--- src/rtl/spi_freq_rx.sv ---
// SPI receiver for a 16-bit frequency word: synchronizes sclk/sdi/cs into clk and validates frame length.
// Optional SPI_FREQ_CONFIRM_EN: a word is taken only when two consecutive accepted frames carry it.
module spi_freq_rx #(
  parameter int SYNC_STAGES = 2
) (
  input  logic        clk,
  input  logic        reset,
  input  logic        sclk,
  input  logic        sdi,
  input  logic        cs,
  output logic [15:0] frequency,
  output logic        new_SPI,
  output logic        frame_err
);

  // state | meaning
  // IDLE  | waiting for a cs falling edge (only once cs has been seen high)
  // RECV  | shifting in bits on sclk rising edges until cs rises
  // CHECK | one cycle: judge bit count, schedule new_SPI or frame_err
  typedef enum logic [1:0] {IDLE, RECV, CHECK} state_t;

  state_t state_q, state_d;

  logic [SYNC_STAGES-1:0] sclk_sync_q, sdi_sync_q, cs_sync_q, vld_q;
  logic                   sclk_dly_q, cs_dly_q;
  logic                   armed_q, armed_d;
  logic                   sclk_s, sdi_s, cs_s;
  logic                   sclk_rise, cs_rise, cs_fall;

  logic [15:0] shreg_q, shreg_d;
  logic [4:0]  cnt_q, cnt_d;
  logic [15:0] freq_q, freq_d;
  logic        new_q, new_d;
  logic        err_q, err_d;
`ifdef SPI_FREQ_CONFIRM_EN
  logic [15:0] cand_q, cand_d;
  logic        cand_vld_q, cand_vld_d;
`endif

  assign sclk_s = sclk_sync_q[SYNC_STAGES-1];
  assign sdi_s  = sdi_sync_q[SYNC_STAGES-1];
  assign cs_s   = cs_sync_q[SYNC_STAGES-1];

  assign sclk_rise = sclk_s & ~sclk_dly_q;
  assign cs_rise   = cs_s & ~cs_dly_q;
  assign cs_fall   = ~cs_s & cs_dly_q;

  // vld_q marks when cs_s holds a real sample rather than the reset preset;
  // arming only on a real high keeps a cs held low through reset from starting a frame.
  assign armed_d = armed_q | (vld_q[SYNC_STAGES-1] & cs_s);

  always_ff @(posedge clk or negedge reset) begin
    if (!reset) begin
      sclk_sync_q <= '0;
      sdi_sync_q  <= '0;
      cs_sync_q   <= '1;
      vld_q       <= '0;
      sclk_dly_q  <= 1'b0;
      cs_dly_q    <= 1'b1;
      armed_q     <= 1'b0;
    end else begin
      sclk_sync_q <= {sclk_sync_q[SYNC_STAGES-2:0], sclk};
      sdi_sync_q  <= {sdi_sync_q[SYNC_STAGES-2:0], sdi};
      cs_sync_q   <= {cs_sync_q[SYNC_STAGES-2:0], cs};
      vld_q       <= {vld_q[SYNC_STAGES-2:0], 1'b1};
      sclk_dly_q  <= sclk_s;
      cs_dly_q    <= cs_s;
      armed_q     <= armed_d;
    end
  end

  always_comb begin
    state_d = state_q;
    shreg_d = shreg_q;
    cnt_d   = cnt_q;
    freq_d  = freq_q;
    new_d   = 1'b0;
    err_d   = 1'b0;
`ifdef SPI_FREQ_CONFIRM_EN
    cand_d     = cand_q;
    cand_vld_d = cand_vld_q;
`endif
    case (state_q)
      IDLE: begin
        if (cs_fall && armed_q) begin
          state_d = RECV;
          shreg_d = '0;
          cnt_d   = '0;
        end
      end
      RECV: begin
        if (cs_rise) begin
          state_d = CHECK;
        end else if (sclk_rise) begin
          shreg_d = {shreg_q[14:0], sdi_s};
          cnt_d   = (cnt_q == 5'd17) ? 5'd17 : cnt_q + 5'd1;
        end
      end
      CHECK: begin
        state_d = IDLE;
        if (cnt_q == 5'd16) begin
`ifdef SPI_FREQ_CONFIRM_EN
          if (cand_vld_q && (cand_q == shreg_q)) begin
            freq_d = shreg_q;
            new_d  = 1'b1;
          end
          cand_d     = shreg_q;
          cand_vld_d = 1'b1;
`else
          freq_d = shreg_q;
          new_d  = 1'b1;
`endif
        end else begin
          err_d = 1'b1;
`ifdef SPI_FREQ_CONFIRM_EN
          cand_vld_d = 1'b0;
`endif
        end
      end
      default: state_d = IDLE;
    endcase
  end

  always_ff @(posedge clk or negedge reset) begin
    if (!reset) begin
      state_q <= IDLE;
      shreg_q <= '0;
      cnt_q   <= '0;
      freq_q  <= '0;
      new_q   <= 1'b0;
      err_q   <= 1'b0;
`ifdef SPI_FREQ_CONFIRM_EN
      cand_q     <= '0;
      cand_vld_q <= 1'b0;
`endif
    end else begin
      state_q <= state_d;
      shreg_q <= shreg_d;
      cnt_q   <= cnt_d;
      freq_q  <= freq_d;
      new_q   <= new_d;
      err_q   <= err_d;
`ifdef SPI_FREQ_CONFIRM_EN
      cand_q     <= cand_d;
      cand_vld_q <= cand_vld_d;
`endif
    end
  end

  assign frequency = freq_q;
  assign new_SPI   = new_q;
  assign frame_err = err_q;

endmodule
--- config.mk ---
export PLATFORM = sky130hd
export DESIGN_NAME = spi_freq_rx
export DESIGN_NICKNAME = d
export VERILOG_FILES = /design/src/rtl/spi_freq_rx.sv
export SDC_FILE = /design/constraint.sdc
export NUM_CORES = 1
export LEC_CHECK = 0
export ABC_AREA = 1
export BUFFER_PORTS_ARGS = -buffer_cell sky130_fd_sc_hd__buf_2
export CORE_ASPECT_RATIO = 0.5
export CORE_MARGIN = 4
export CORE_UTILIZATION = 45
export CTS_BUF_LIST = sky130_fd_sc_hd__clkbuf_4
export DETAILED_ROUTE_END_ITERATION = 12
export SYNTH_ARGS = -nofsm -noshare
export SYNTH_HDL_FRONTEND = slang
export SYNTH_SLANG_ARGS = --single-unit
--- constraint.sdc ---
create_clock -name clk -period 1.9 [get_ports clk]
set_input_delay 0.475 -clock clk [delete_from_list [all_inputs] [get_ports clk]]
set_output_delay 0.475 -clock clk [all_outputs]
set_load 0.02 [all_outputs]
==> results of run 1 <==
[layout make-up]
class / count / area, sq um / area share, %
Sequential cell: 52 / 1310 / 54.3
Multi-Input combinational cell: 130 / 671 / 27.9
Timing Repair Buffer: 25 / 158 / 6.56
Inverter: 29 / 111 / 4.64
Tap cell: 66 / 82.6 / 3.44
Clock buffer: 5 / 37.5 / 1.56
Clock inverter: 3 / 37.5 / 1.56
[logic make-up (layout without fill, tap and decap cells)]
group           count (synthesis)  after routing  share of synthesized area [%]
simple gates                  107            107                           21.9
flops                          52             52                           60.6
buf+inv                        37             62                           8.30
compound gates                 19             19                           7.32
fa+ha+maj                       3              3                           1.74
other cells                     1              1                          0.174
[metal layers]
layer  global-route usage, %  wire length, um  vias to the layer above
met5                       0                0                        -
met4                    5.54               61                        0
met3                    4.52              180                        8
met2                    21.0             1550                       23
met1                    15.9             1650                      670
li1                        -                -                      729
[worst paths after layout]
check | from | end | cells past startpoint
min reg2reg | vld_q[0] | vld_q[1] | 0
max in group asynchronous | reset | cs_dly_q | 2
max | cs_sync_q[1] | shreg_q[4] | 7
max reg2reg | cs_sync_q[1] | shreg_q[4] | 7
min in group clk | cs | cs_sync_q[0] | 1
min | reset | sclk_dly_q | 2
[synthesized netlist by cell type]
| library cell | instances |
|---|---|
| inv_4 | 1 |
| o21ai_0 | 2 |
| nor2_4 | 1 |
| inv_1 | 28 |
| nand2_1 | 64 |
| buf_4 | 1 |
| buf_2 | 3 |
| nand2_2 | 1 |
| ha_1 | 3 |
| o21ai_2 | 16 |
| nand2_4 | 1 |
| nor2_1 | 10 |
| nand3_2 | 1 |
| nand3_1 | 24 |
| a21o_1 | 1 |
| buf_6 | 4 |
| dfstp_2 | 3 |
| nor3_2 | 1 |
| nand4_1 | 4 |
| dfrtp_1 | 49 |
| conb_1 | 1 |
[registers in the layout (all words and copies together) (netlist names)]
| name | cells |
|---|---|
| frequency | 16 |
| shreg_q | 16 |
| cs_sync_q | 2 |
| sclk_sync_q | 2 |
| vld_q | 2 |
| frame_err | 1 |
| cs_dly_q | 1 |
| new_SPI | 1 |
| cnt_q | 5 |
| armed_q | 1 |
| state_q | 2 |
| sclk_dly_q | 1 |
| sdi_sync_q | 2 |
[through the flow]
stage	power, mW	util (%)	setup slack (ps)	hold slack (ps)
detailed placement	1.59	51.6	392	336
finish	2.16	53.3	401	56.8
global route	2.30	53.3	253	61.0
CTS	2.20	53.3	384	66.2
floorplan	1.49	-	635	179
global placement	1.58	51.6	419	332
[power groups by stage]
stage / Sequential [mW] / Clock [mW] / Combinational, mW
floorplan: 1.26 / 0 / 0.234
global placement: 1.25 / 0 / 0.321
detailed placement: 1.26 / 0 / 0.328
CTS: 1.24 / 0.628 / 0.329
global route: 1.25 / 0.678 / 0.375
finish: 1.24 / 0.598 / 0.322
[worst max-delay path: stages, from the launching register on]
cell	delay (ps)
dfstp_2	560
inv_1	50
nor2_1	200
nor2_4	70
nand2_4	230
inv_4	150
nand2_1	90
nand2_1	50
==> results.py, run 1 <==
metrics = {
    "route": {
        "drtAntennaViolNets": 0,
        "drc": 0,
        "num_vias": 1430,
        "dr.pass1.iters": 4,
        "wire_per_inst_um": 11.1,
        "avgViaCountPerCell": 4.61,
        "first_iter_violations": 55,
        "wl_um": 3440,
    },
    "layout": {
        "drive_gt1_share_pct": 23.0,
        "nFillCells": 435,
        "area_growth_pct": 11.5,
        "final_cell_mix": "nand2_1, dfrtp_1, inv_1",
        "layoutNonFillerInstCount": 310,
        "final_common_cell": "nand2_1",
        "final_nets": 251,
        "diodes": 0,
        "finalInstanceArea_sq_um": 2400,
    },
    "clock_network": {
        "cts_buffers": 5,
        "post_cts.repair.setup_buffers": 0,
        "root_buffer": "clkbuf_4",
        "clock_path_buffers": 2,
        "path_clk_slew_ps": 130,
        "clk_latency_ps": 370,
        "cts-resized-gates": 0,
        "postCtsHoldBufs": 0,
        "tritoncts": "yes",
        "clock-sinks": 52,
        "cts_max_level": 2,
    },
    "sta": {
        "hold_violations": 0,
        "rsz0062_at_grt": "false",
        "drv_slew": 0,
        "finalClockSkew_ps": 13.7,
        "fin_setup_tns_ps": 0,
        "min_period_over_period_pct": 78.9,
        "setup_viol": 0,
        "fmax_ghz": 0.667,
        "fin_crit_ps": 1500,
    },
    "setup_path": {
        "ff2ff_setup_slack_ps": 400,
        "crit_required_ps": 2160,
        "worstPathArrival_ps": 1760,
        "crit_path_end_kind": "register",
        "crit_type": "reg -> reg",
        "critPathLaunchType": "register",
        "path_max_fanout": 23,
    },
    "global_route": {
        "grt_overflow": 0,
        "grt_max_degree": 53,
        "grt_use_total_pct": 12.9,
        "grt_pass1_vias": 1364,
        "antenna_found_initial": 0,
        "grt_first_pass_wirelength_um": 6110,
    },
    "synthesis": {
        "synth.distinct_cells": 21,
        "synth_top_area_cell": "dfrtp_1",
        "ys_seq_elements": 52,
        "synthesis.area_sq_um": 2150,
        "syn_avg_cell_area_sq_um": 9.84,
        "synth_area_leaders": "dfrtp_1, nand2_1, o21ai_2",
        "synth_nets": 227,
        "ys_warn_count": 0,
        "synth_cells": 219,
        "ys_seq_area_share_pct": 60.6,
        "synth_top_area_share_pct": 56.9,
    },
    "power_and_ir_drop": {
        "power_frac_clock_pct": 27.7,
        "switching_power_mw": 0.608,
        "ir_drop_mv": 0.428,
        "p_seq_share_pct": 57.3,
        "leakage_nw": 1.26,
        "powerDensity_nw_per_um2": 898,
        "comb_power_share_pct": 14.9,
        "sw_frac_of_total_pct": 28.2,
        "p_int_mw": 1.55,
    },
    "place": {
        "port_buffers": 22,
        "place_inst": 302,
        "gp_congestion": 0.843,
        "dpl.hpwl_um": 2220,
        "post_dp_cell_area_sq_um": 2330,
    },
    "floorplanning": {
        "io_pins": 23,
        "core_area_sq_um": 4510,
        "die_h_um": 56.9,
        "dieArea_sq_um": 6030,
        "rows": 17,
        "initial_core_util_pct": 47.8,
        "die_width_um": 106,
    },
    "hold_path": {
        "min_path_type": "in -> async",
    },
    "run": {
        "maxCapViolations": 0,
    },
    "run_status": {
        "status": "complete, no violations",
    },
}
No activity file was read; power rests on OpenSTA's default activity.
==> run 2, diff against run 1 <==
Clock period 1.9 ns to 1.57 ns, I/O delays scaled along.
==> run 2 against run 1 <==
Combinational power grew 25%; final cell count grew 0.65%; sequential share of layout area shrank 0.70 points; clock power grew 26%; largest power group unchanged.
==> results.py, run 2 (synthesis results as in run 1) <==
metrics = {
    "run_status": {
        "status": "complete, no violations",
    },
    "clock_network": {
        "root_buffer": "clkbuf_4",
        "cts_max_level": 2,
        "clock_path_buffers": 2,
        "post_cts.repair.setup_buffers": 0,
        "clk_latency_ps": 380,
        "tritoncts": "yes",
        "path_clk_slew_ps": 140,
        "cts_buffers": 5,
        "clock-sinks": 52,
    },
    "setup_path": {
        "crit_top_cell": "nand2_1",
        "cp.depth": 7,
        "worst_path_max_delay_cell": "dfstp_2",
        "rr_endpoint": "shreg_q[3]",
        "critPathLaunchType": "register",
        "crit_family": "simple AND/OR/NAND/NOR gates",
        "worstPathArrival_ps": 1680,
        "r2r_cells": 7,
        "crit_type": "reg -> reg",
        "critPathBufInv": 2,
        "path_cells": "inv_1 > nor2_1 > nor2_4 > nand2_8 > inv_4 > nand2_1 > nand2_1",
        "ff2ff_setup_slack_ps": 170,
        "rr_startpoint": "cs_sync_q[1]",
        "path_max_fanout": 23,
        "crit_required_ps": 1850,
        "crit_path_end_kind": "register",
        "cpPeakStageDelay_ps": 560,
    },
    "global_route": {
        "grt_first_pass_wirelength_um": 5670,
        "grt_max_degree": 53,
        "grt_pass1_vias": 1274,
        "grt_use_total_pct": 12.1,
        "grt_overflow": 0,
        "antenna_found_initial": 0,
    },
    "layout": {
        "final_nets": 253,
        "nFillCells": 435,
        "drive_gt1_share_pct": 24.0,
        "final_common_cell": "nand2_1",
        "final_cell_mix": "nand2_1, dfrtp_1, inv_1",
        "area_growth_pct": 12.9,
        "diodes": 0,
    },
    "route": {
        "num_vias": 1397,
        "met3_length_um": 180,
        "top_layer": "met4",
        "wl_met1_um": 1600,
        "wire_per_inst_um": 10.8,
        "wl_um": 3360,
        "drtAntennaViolNets": 0,
        "avgViaCountPerCell": 4.48,
        "first_iter_violations": 62,
        "dr.pass1.iters": 4,
        "drc": 0,
        "dr_wl_met2_um": 1520,
    },
    "place": {
        "dp_slack_ps": 91.3,
        "port_buffers": 22,
        "dpl.hpwl_um": 2230,
        "gp_congestion": 0.830,
    },
    "floorplanning": {
        "die_h_um": 56.9,
        "io_pins": 23,
        "die_width_um": 106,
        "rows": 17,
        "core_area_sq_um": 4510,
        "dieArea_sq_um": 6030,
        "initial_core_util_pct": 47.8,
    },
    "power_and_ir_drop": {
        "leakage_nw": 1.26,
        "ir_drop_mv": 0.450,
        "powerDensity_nw_per_um2": 1090,
    },
    "sta": {
        "min_period_over_period_pct": 89.4,
        "fin_crit_ps": 1400,
        "rsz0062_at_grt": "false",
        "hold_violations": 0,
        "drv_slew": 0,
        "fmax_ghz": 0.712,
        "setup_viol": 0,
        "fin_setup_tns_ps": 0,
        "layout_setup_ws_ps": 166,
        "hold_ws_ps": 101,
        "finalClockSkew_ps": 10.8,
    },
    "hold_path": {
        "min_path_type": "in -> reg",
        "holdPathEnd": "cs_sync_q[0]",
        "worstHoldStart": "cs",
        "holdPathStages": 1,
    },
    "run": {
        "maxCapViolations": 0,
    },
}
-- run 2: how the worst max path moves through the flow --
stage | to | from | slack, ps
after global routing | shreg_q[3] | cs_sync_q[1] | 40
after global placement | shreg_q[3] | cs_sync_q[1] | 150
after CTS | shreg_q[3] | cs_sync_q[1] | 70
after floorplan | shreg_q[10] | cs_sync_q[1] | 310
after detailed placement | cnt_q[0] | cs_sync_q[1] | 90
final | shreg_q[3] | cs_sync_q[1] | 170
-- run 2: cell type report --
| class | count | area, sq um | area share [%] |
|---|---|---|---|
| clock buffer | 5 | 37.5 | 1.54 |
| clock inverter | 3 | 42.5 | 1.75 |
| multi-input combinational | 130 | 679 | 27.9 |
| inverter | 29 | 111 | 4.58 |
| timing repair buffer | 27 | 175 | 7.20 |
| sequential | 52 | 1310 | 53.6 |
| tap | 66 | 82.6 | 3.39 |
-- run 2: what timing repair did --
action                                  4_1_cts  5_1_grt
hold endpoints to repair                     49        0
resized for setup                             0        1
endpoints found under the setup margin        0       19
hold buffers                                  1        0
-- run 2: through the flow --
| stage | instances | total power [mW] | util [%] | instance area, sq um |
|---|---|---|---|---|
| after floorplan | 219 | 1.80 | - | 2150 |
| after global placement | 303 | 1.91 | 51.8 | 2330 |
| after detailed placement | 303 | 1.92 | 51.8 | 2330 |
| after CTS | 312 | 2.69 | 53.8 | 2420 |
| after global routing | 312 | 2.80 | 54.0 | 2430 |
| final | 312 | 2.65 | 54.0 | 2430 |
-- run 2: metal layers --
layer | global-route usage, % | up-vias
met5 | 0 | -
met4 | 6.46 | 0
met3 | 3.84 | 6
met2 | 19.4 | 28
met1 | 14.8 | 632
li1 | - | 731
-- run 2: where the power goes --
group,leakage (nW),internal (mW),switching [mW]
Clock,0.0412,0.332,0.421
Sequential,0.691,1.43,0.0695
Combinational,0.531,0.134,0.270
